[config.mk]
export PLATFORM = sky130hd
export DESIGN_NAME = car_sensor_driver
export DESIGN_NICKNAME = d
export VERILOG_FILES = /design/src/rtl/car_sensor_driver.sv
export SDC_FILE = /design/constraint.sdc
export NUM_CORES = 1
export LEC_CHECK = 0
export ABC_AREA = 1
export CORE_AREA = 2 2 58 74
export DETAILED_ROUTE_END_ITERATION = 8
export DIE_AREA = 0 0 60 76
export DONT_BUFFER_PORTS = 1
export PLACE_DENSITY = 0.58
export SYNTH_ARGS = -nofsm -noshare
export SYNTH_HDL_FRONTEND = slang
export SYNTH_SLANG_ARGS = --single-unit
[constraint.sdc]
create_clock -name clk -period 2.4 [get_ports clk]
set_input_delay 0.24 -clock clk [delete_from_list [all_inputs] [get_ports clk]]
set_output_delay 0.24 -clock clk [all_outputs]
set_load 0.005 [all_outputs]
[src/rtl/car_sensor_driver.sv]
// Sensor-pattern generator: emits the outer/inner (a/b) waveform of 1..31 car passes
// in one direction per accepted request, with a ready/busy handshake and a done pulse.
module car_sensor_driver #(
    parameter int unsigned HOLD_CYCLES = 2
) (
    input  logic       clk,
    input  logic       reset,
    input  logic       start,
    input  logic       dir,
    input  logic [4:0] num_cars,
    output logic       ready,
    output logic       busy,
    output logic       done,
    output logic       a,
    output logic       b,
    output logic [4:0] cars_sent
);

    localparam logic [7:0] HoldLoad = 8'(HOLD_CYCLES - 1);

    typedef enum logic [2:0] {StIdle, StPh1, StPh2, StPh3, StPh4} state_e;

    state_e     state_q, state_d;
    logic [7:0] hold_q, hold_d;
    logic       dir_q, dir_d;
    logic [4:0] num_q, num_d;
    logic [4:0] cars_q, cars_d;
    logic       zero_pend_q, zero_pend_d;
    logic       a_q, a_d, b_q, b_d;
    logic       ready_q, ready_d;
    logic       done_q, done_d;
    logic       burst_end;
    logic       phase_done;
    logic [5:0] cars_inc;

    assign phase_done = (hold_q == 8'd0);
    assign cars_inc   = {1'b0, cars_q} + 6'd1;

    always_comb begin
        state_d     = state_q;
        hold_d      = hold_q;
        dir_d       = dir_q;
        num_d       = num_q;
        cars_d      = cars_q;
        zero_pend_d = 1'b0;
        burst_end   = 1'b0;

        if (state_q != StIdle) begin
            hold_d = phase_done ? HoldLoad : hold_q - 8'd1;
        end

        unique case (state_q)
            StIdle: begin
                if (start) begin
                    cars_d = '0;
                    if (num_cars != 5'd0) begin
                        state_d = StPh1;
                        hold_d  = HoldLoad;
                        dir_d   = dir;
                        num_d   = num_cars;
                    end else begin
                        // Empty request: acknowledge one cycle later, no sensor activity.
                        zero_pend_d = 1'b1;
                    end
                end
            end
            StPh1: if (phase_done) state_d = StPh2;
            StPh2: if (phase_done) state_d = StPh3;
            StPh3: if (phase_done) state_d = StPh4;
            StPh4: begin
                if (phase_done) begin
                    cars_d = cars_inc[4:0];
                    if (cars_inc < {1'b0, num_q}) begin
                        state_d = StPh1;
                    end else begin
                        state_d   = StIdle;
                        burst_end = 1'b1;
                    end
                end
            end
            default: state_d = StIdle;
        endcase
    end

    // Outputs are registered from the next state so they change on the accepting edge.
    always_comb begin
        a_d = 1'b0;
        b_d = 1'b0;
        unique case (state_d)
            StPh1: begin
                a_d = ~dir_d;
                b_d = dir_d;
            end
            StPh2: begin
                a_d = 1'b1;
                b_d = 1'b1;
            end
            StPh3: begin
                a_d = dir_d;
                b_d = ~dir_d;
            end
            default: begin
                a_d = 1'b0;
                b_d = 1'b0;
            end
        endcase
        ready_d = (state_d == StIdle);
        done_d  = burst_end | zero_pend_q;
    end

    always_ff @(posedge clk or negedge reset) begin
        if (!reset) begin
            state_q     <= StIdle;
            hold_q      <= '0;
            dir_q       <= 1'b0;
            num_q       <= '0;
            cars_q      <= '0;
            zero_pend_q <= 1'b0;
            a_q         <= 1'b0;
            b_q         <= 1'b0;
            ready_q     <= 1'b1;
            done_q      <= 1'b0;
        end else begin
            state_q     <= state_d;
            hold_q      <= hold_d;
            dir_q       <= dir_d;
            num_q       <= num_d;
            cars_q      <= cars_d;
            zero_pend_q <= zero_pend_d;
            a_q         <= a_d;
            b_q         <= b_d;
            ready_q     <= ready_d;
            done_q      <= done_d;
        end
    end

    assign a         = a_q;
    assign b         = b_q;
    assign ready     = ready_q;
    assign busy      = ~ready_q;
    assign done      = done_q;
    assign cars_sent = cars_q;

endmodule

# After elaboration in Yosys (flattened, before gate mapping)
# Index checks and enable logic that the tools add are counted.
dict set report op_classes {
  addsub 2
  mul 0
  div 0
  order_cmp 1
  n_eq_ne 9
  shifts 0
  mux 27
  bitwise 3
  n_reduce_logical 8
}
# op count
set op_table {}
lappend op_table {{$mux W8} 5}
lappend op_table {{$mux W3} 6}
lappend op_table {{$pmux W3 S5} 1}
lappend op_table {{$eq A3 B2 Y1 const B} 4}
lappend op_table {{$mux W1} 10}
lappend op_table {{$mux W5} 2}
lappend op_table {{$pmux W5 S2} 1}
lappend op_table {{$logic_not A8 Y1} 1}
lappend op_table {{$sub A8 B1 Y8 const B} 1}
lappend op_table {{$add A5 B1 Y6 const B} 1}
lappend op_table {{$eq A3 B1 Y1 const B} 2}
lappend op_table {{$logic_not A3 Y1} 2}
lappend op_table {{$lt A6 B5 Y1} 1}
lappend op_table {{$pmux W1 S3} 2}
lappend op_table {{$reduce_and A3 Y1} 2}
lappend op_table {{$reduce_bool A5 Y1} 1}
lappend op_table {{$ne A2 B2 Y1 const B} 2}
lappend op_table {{$eq A3 B3 Y1 const B} 1}
lappend op_table {{$reduce_bool A3 Y1} 1}
lappend op_table {{$not A1 Y1} 2}
lappend op_table {{$reduce_bool A2 Y1} 1}
lappend op_table {{$or A1 B1 Y1} 1}
dict set report word_totals {
  reg_bits 27
  latch_bits 0
  ramBits 0
  mem_bits_ro 0
  inputBits 9
  out_inout_bits 10
  wordCells 60
  memories 0
}

# Longest topological paths before layout
dict set report logic_depth {
  word_depth 7
  mapped_depth 16
  ltp_nobuf 16
}

# Least setup slack after synthesis
# Ideal clock, no wire load.
dict set report synth_path {
  path_type {reg2reg}
  startpoint {register cars_q[0] (netlist: cars_sent[0])}
  endpoint {register b_q (netlist: b)}
  t_arrival_ns 1.898
  path_slack_ns 0.378
  path_stages_with_launch 17
  path_buffers 0
  period_less_slack_ns 2.022
  cell_sequence {dfrtp_1 -> ha_1 -> nand3_1 -> xor2_1 -> inv_1 -> ha_1 -> nand2_1 -> nor2_1 -> nand2_1 -> nand3_1 -> nand2_1 -> nand2_1 -> nand2_1 -> nand2_2 -> nand2_2 -> nand3_1 -> nand3_1}
}
dict set report synth_between {
  elab_chain_cells 7
  word_cells_on_any_way 9
  cone_classes {add/sub (1); order compare (1); eq/ne (3); mux (4)}
}
# element line_no
set synth_rtl {}
lappend synth_rtl {{start, declared} 27} ;# logic [4:0] cars_q, cars_d;
lappend synth_rtl {{start signal, assigned} 128} ;# cars_q <= cars_d;
lappend synth_rtl {{$add A5 B1 Y6 *} 37} ;# assign cars_inc = {1'b0, cars_q} + 6'd1;
lappend synth_rtl {{$lt A6 B5 Y1 *} 73} ;# if (cars_inc < {1'b0, num_q}) begin
lappend synth_rtl {{$mux W1 *} 73}
lappend synth_rtl {{$mux W3 *} 71} ;# if (phase_done) begin
lappend synth_rtl {{$pmux W3 S5 *} 52} ;# unique case (state_q)
lappend synth_rtl {{named net state_d[0]} 23} ;# state_e state_q, state_d;
lappend synth_rtl {{$eq A3 B2 Y1 or $eq A3 B1 Y1 (tied branches)} 89} ;# unique case (state_d)
lappend synth_rtl {{$pmux W1 S3 *} 89}
lappend synth_rtl {{named net b_d} 29} ;# logic a_q, a_d, b_q, b_d;
lappend synth_rtl {{end signal, assigned} 120} ;# b_q <= 1'b0;
lappend synth_rtl {{end signal, assigned} 131} ;# b_q <= b_d;
lappend synth_rtl {{end, declared} 29}
# Mark *: on every way through the listed nets, which the timed path passes. The rest lies on a longest branch.
# A chain may end at the register's enable or synchronous reset.

# Worst setup path in the final report
dict set report layout_path {
  startpoint {register cars_q[0] (netlist: cars_sent[0])}
  endpoint {register a_q (netlist: a)}
}
dict set report layout_between {
  elab_chain_cells 7
  word_cells_on_any_way 9
  cone_classes {add/sub (1); order compare (1); eq/ne (3); mux (4)}
}
# element line_no
set layout_rtl {}
lappend layout_rtl {{$add A5 B1 Y6 *} 37}
lappend layout_rtl {{$lt A6 B5 Y1 *} 73}
lappend layout_rtl {{$mux W1 *} 73}
lappend layout_rtl {{$mux W3 *} 71}
lappend layout_rtl {{$pmux W3 S5 *} 52}
lappend layout_rtl {{named net state_d[0]} 23}
lappend layout_rtl {{$eq A3 B2 Y1 or $eq A3 B1 Y1 (tied branches)} 89}
lappend layout_rtl {{$pmux W1 S3 *} 89}
lappend layout_rtl {{named net a_d} 29}
lappend layout_rtl {{end signal, assigned} 119} ;# a_q <= 1'b0;
lappend layout_rtl {{end signal, assigned} 130} ;# a_q <= a_d;
lappend layout_rtl {{end, declared} 29}
# Marks and branches as above.

==> results.yml <==
hold_path:
  hold_path_class: "in -> reg"
timing:
  fmax_mhz: 460.2
  skew_ns: 0.009322
  maxSlewViolCount: 0
  period_share_pct: 90.55
  worst_slew_pin_slew_ns: 0.3394
  relSlewSlack_pct: 77.37
  setup_viol: 0
  layout_min_cycle_time_ns: 2.173
  hold_viol_final: 0
  fin_setup_tns_ns: 0
  hold_slack_ns: 0.08120
  rsz0062_at_grt: "no"
clock_tree:
  cts_tree: "built"
  clock-sinks: 27
  cts_setup_buffers: 0
  htreeDepth: 1
  cts_root_buf: "clkbuf_8"
  path_clk_slew_ns: 0.10
  cts_buffers: 3
  clkLatencyLatePin_ns: 0.27
  cts_max_path_buffers: 2
routing:
  drt-pass1-iter-count: 3
  finalWirelength_mm: 2.774
  dr_total_vias: 1051
  ant_nets: 0
  drc: 0
  routed_via_density: 4.590
  drt_iter0_drc: 23
  post_drt_wl_per_cell_um: 12.11
synth:
  yosys.area.top_type: "dfrtp_1"
  yosysUniqueCellTypes: 36
  syn_inst: 168
  seq_area_frac_synth_pct: 44.97
  avgSynthCellArea_um2: 8.959
  yosys_warnings: 0
  async_reset_ff_share_pct: 100.0
  yosys-top-cells-area: "dfrtp_1 (43%), nand2_1 (6.5%), inv_1 (6.2%)"
  synth_area_um2: 1505
  synthFlopType: "dfrtp_1"
  synth_edf_count: 0
  synth_top_area_share_pct: 43.23
  synth_nets: 184
  synth-seq-cells: 27
grt:
  grt_pass1_vias: 1106
  grt_util_all_layers_pct: 13.56
  grt_pass1_wl_mm: 4.864
  grt_max_degree: 28
  overflow: 0
  antenna_found_initial: 0
power_and_ir_drop:
  p_leak_nw: 0.8166
  p_switching_mw: 0.7145
  irDropWorstVdd_uv: 387.0
  sw_frac_of_total_pct: 41.88
  pwr-share-clk_pct: 15.1
  p_per_area_nw_per_um2: 1032
  internal_power_mw: 0.9916
  pwr-share-comb_pct: 43.0
  seqPwrFrac_pct: 41.9
die:
  core_area_um2: 3936
  start_util_pct: 38.24
  fp-row-count: 26
  dieArea_um2: 4560
  dieWidth_um: 60
  die_h_um: 76
  io_pins: 19
worst_setup_path:
  endpoint_kind: "register"
  crit_chain: "ha_2, nand3_1, xor2_1, inv_1, ha_1, nand2_1, nor2_1, nand2_1, nand3_1, nand2_1, nand2_1, nand2_1, nand2_2, nand2_2, nand3_1, nand3_1"
  cp_common_cell: "nand2_1"
  critical_path_class: "reg -> reg"
  startpoint_type: "register"
  cp_max_fo: 6
  crit_path_top_delay_cell: "dfrtp_2"
  required_ns: 2.56
  cpPeakStageDelay_ns: 0.45
  cp_data_arrival_time_ns: 2.33
place:
  postPlaceCellArea_um2: 1570
  dp_hpwl_mm: 2.190
  port_buffers: 0
  gp_congestion: 0.7756
final_layout:
  fin_area_um2: 1653
  fin_nets: 190
  drive_gt1_share_pct: 22.54
  num_antenna_cells: 0
  area_growth_pct: 9.809
flow_run:
  drv_cap: 0
status:
  status: "finished clean"
==> power by group through the flow <==
stage	registers (mW)	logic [mW]	clock network [mW]
floorplan	0.701	0.613	0
global placement	0.721	0.697	0
detailed placement	0.726	0.726	0
CTS	0.716	0.747	0.271
global route	0.731	0.840	0.286
finish	0.715	0.734	0.258
==> cells in the mapped netlist (2+ instances only) <==
| cell type | count |
|---|---|
| o21ai_1 | 4 |
| o21ai_0 | 2 |
| nor3_1 | 3 |
| nand3_1 | 12 |
| nand2_2 | 3 |
| ha_1 | 7 |
| nor2_1 | 12 |
| inv_1 | 25 |
| nand2_1 | 26 |
| dfrtp_1 | 26 |
| inv_2 | 6 |
| nand2_4 | 3 |
| a21oi_1 | 5 |
| xor2_1 | 5 |
| nor2_2 | 3 |
| nor2_4 | 2 |
| nand3_2 | 5 |
==> per-stage QoR <==
stage / instances / setup WS (ns) / power (mW) / utilization (%)
final: 229 / 0.2269 / 1.706 / 41.99
after global placement: 223 / 0.2451 / 1.418 / 39.89
after floorplan: 168 / 0.3781 / 1.314 / -
after global routing: 229 / 0.03031 / 1.858 / 41.99
after detailed placement: 223 / 0.1877 / 1.452 / 39.89
after CTS: 229 / 0.1712 / 1.734 / 41.80
==> kinds of logic (layout without fill, tap and decap cells) <==
group,after synthesis,count (layout),share of synthesized area [%]
adder cells (fa/ha/maj),7,7,5.819
XOR/XNOR,6,6,3.491
AO/OA/AOI/OAI,20,20,8.813
AND/OR/NAND/NOR,74,74,27.93
buffers and inverters,34,39,8.977
flip-flops,27,27,44.97
==> area by class of cell <==
cell class	instances	area (um^2)
tap	56	70.07
fill	409	2283
sequential	27	679.4
clock buffer	4	45.04
multi-input combinational	107	698.2
timing repair buffer	2	30.03
inverter	33	130.1
==> final timing paths <==
check                             start        end  slack, ns  depth (start not counted)
min in group asynchronous         reset  hold_q[4]       0.40                          2
setup reg to reg           cars_sent[0]          a       0.23                         16
setup / recovery           cars_sent[0]          a       0.23                         16
hold reg to reg             zero_pend_q       done       0.47                          1
hold / removal              num_cars[4]   num_q[4]       0.08                          2
max in group asynchronous         reset      ready       1.77                          2
==> cell usage in the layout, fill, tap and decap left out, types with 2 or more instances in the layout <==
cell	netlist	layout
ha_1	7	6
dfrtp_2	0	2
nand2_4	3	3
dfrtp_1	26	24
o21ai_1	4	4
a21oi_1	5	5
inv_1	25	25
nand3_2	5	5
nor3_1	3	3
xor2_1	5	5
o21ai_0	2	2
nor2_1	12	11
nor2_4	2	2
inv_2	6	6
nand2_1	26	26
nand2_2	3	3
nor2_2	3	4
clkbuf_8	0	3
nand3_1	12	12
==> repair_timing <==
item                                    CTS  global route
resized for setup                         0             4
hold buffers                              2             0
hold endpoints to repair                 27             0
endpoints found under the setup margin    0             2
==> registers in the layout (all words and copies together), names as in the netlist <==
signal / count
cars_sent: 5
num_q: 5
dir_q: 1
state_q: 3
b: 1
done: 1
ready: 1
hold_q: 8
a: 1
zero_pend_q: 1
==> critical path, delay by kind of cell, from the launching register on <==
family	cells	cell delay [ns]
xor+xnor	1	0.17
fa+ha+maj	2	0.49
buf+inv	1	0.07
flops	1	0.45
simple gates	12	0.86
==> layer usage <==
| metal | wire, um | vias up | GRT usage, % |
|---|---|---|---|
| met4 | 39 | 0 | 4.000 |
| met1 | 1237 | 494 | 16.63 |
| met2 | 1455 | 12 | 23.59 |
| li1 | - | 541 | - |
| met3 | 41 | 4 | 2.207 |
| met5 | 0 | - | 0 |
No activity file was read; power rests on OpenSTA's default activity.
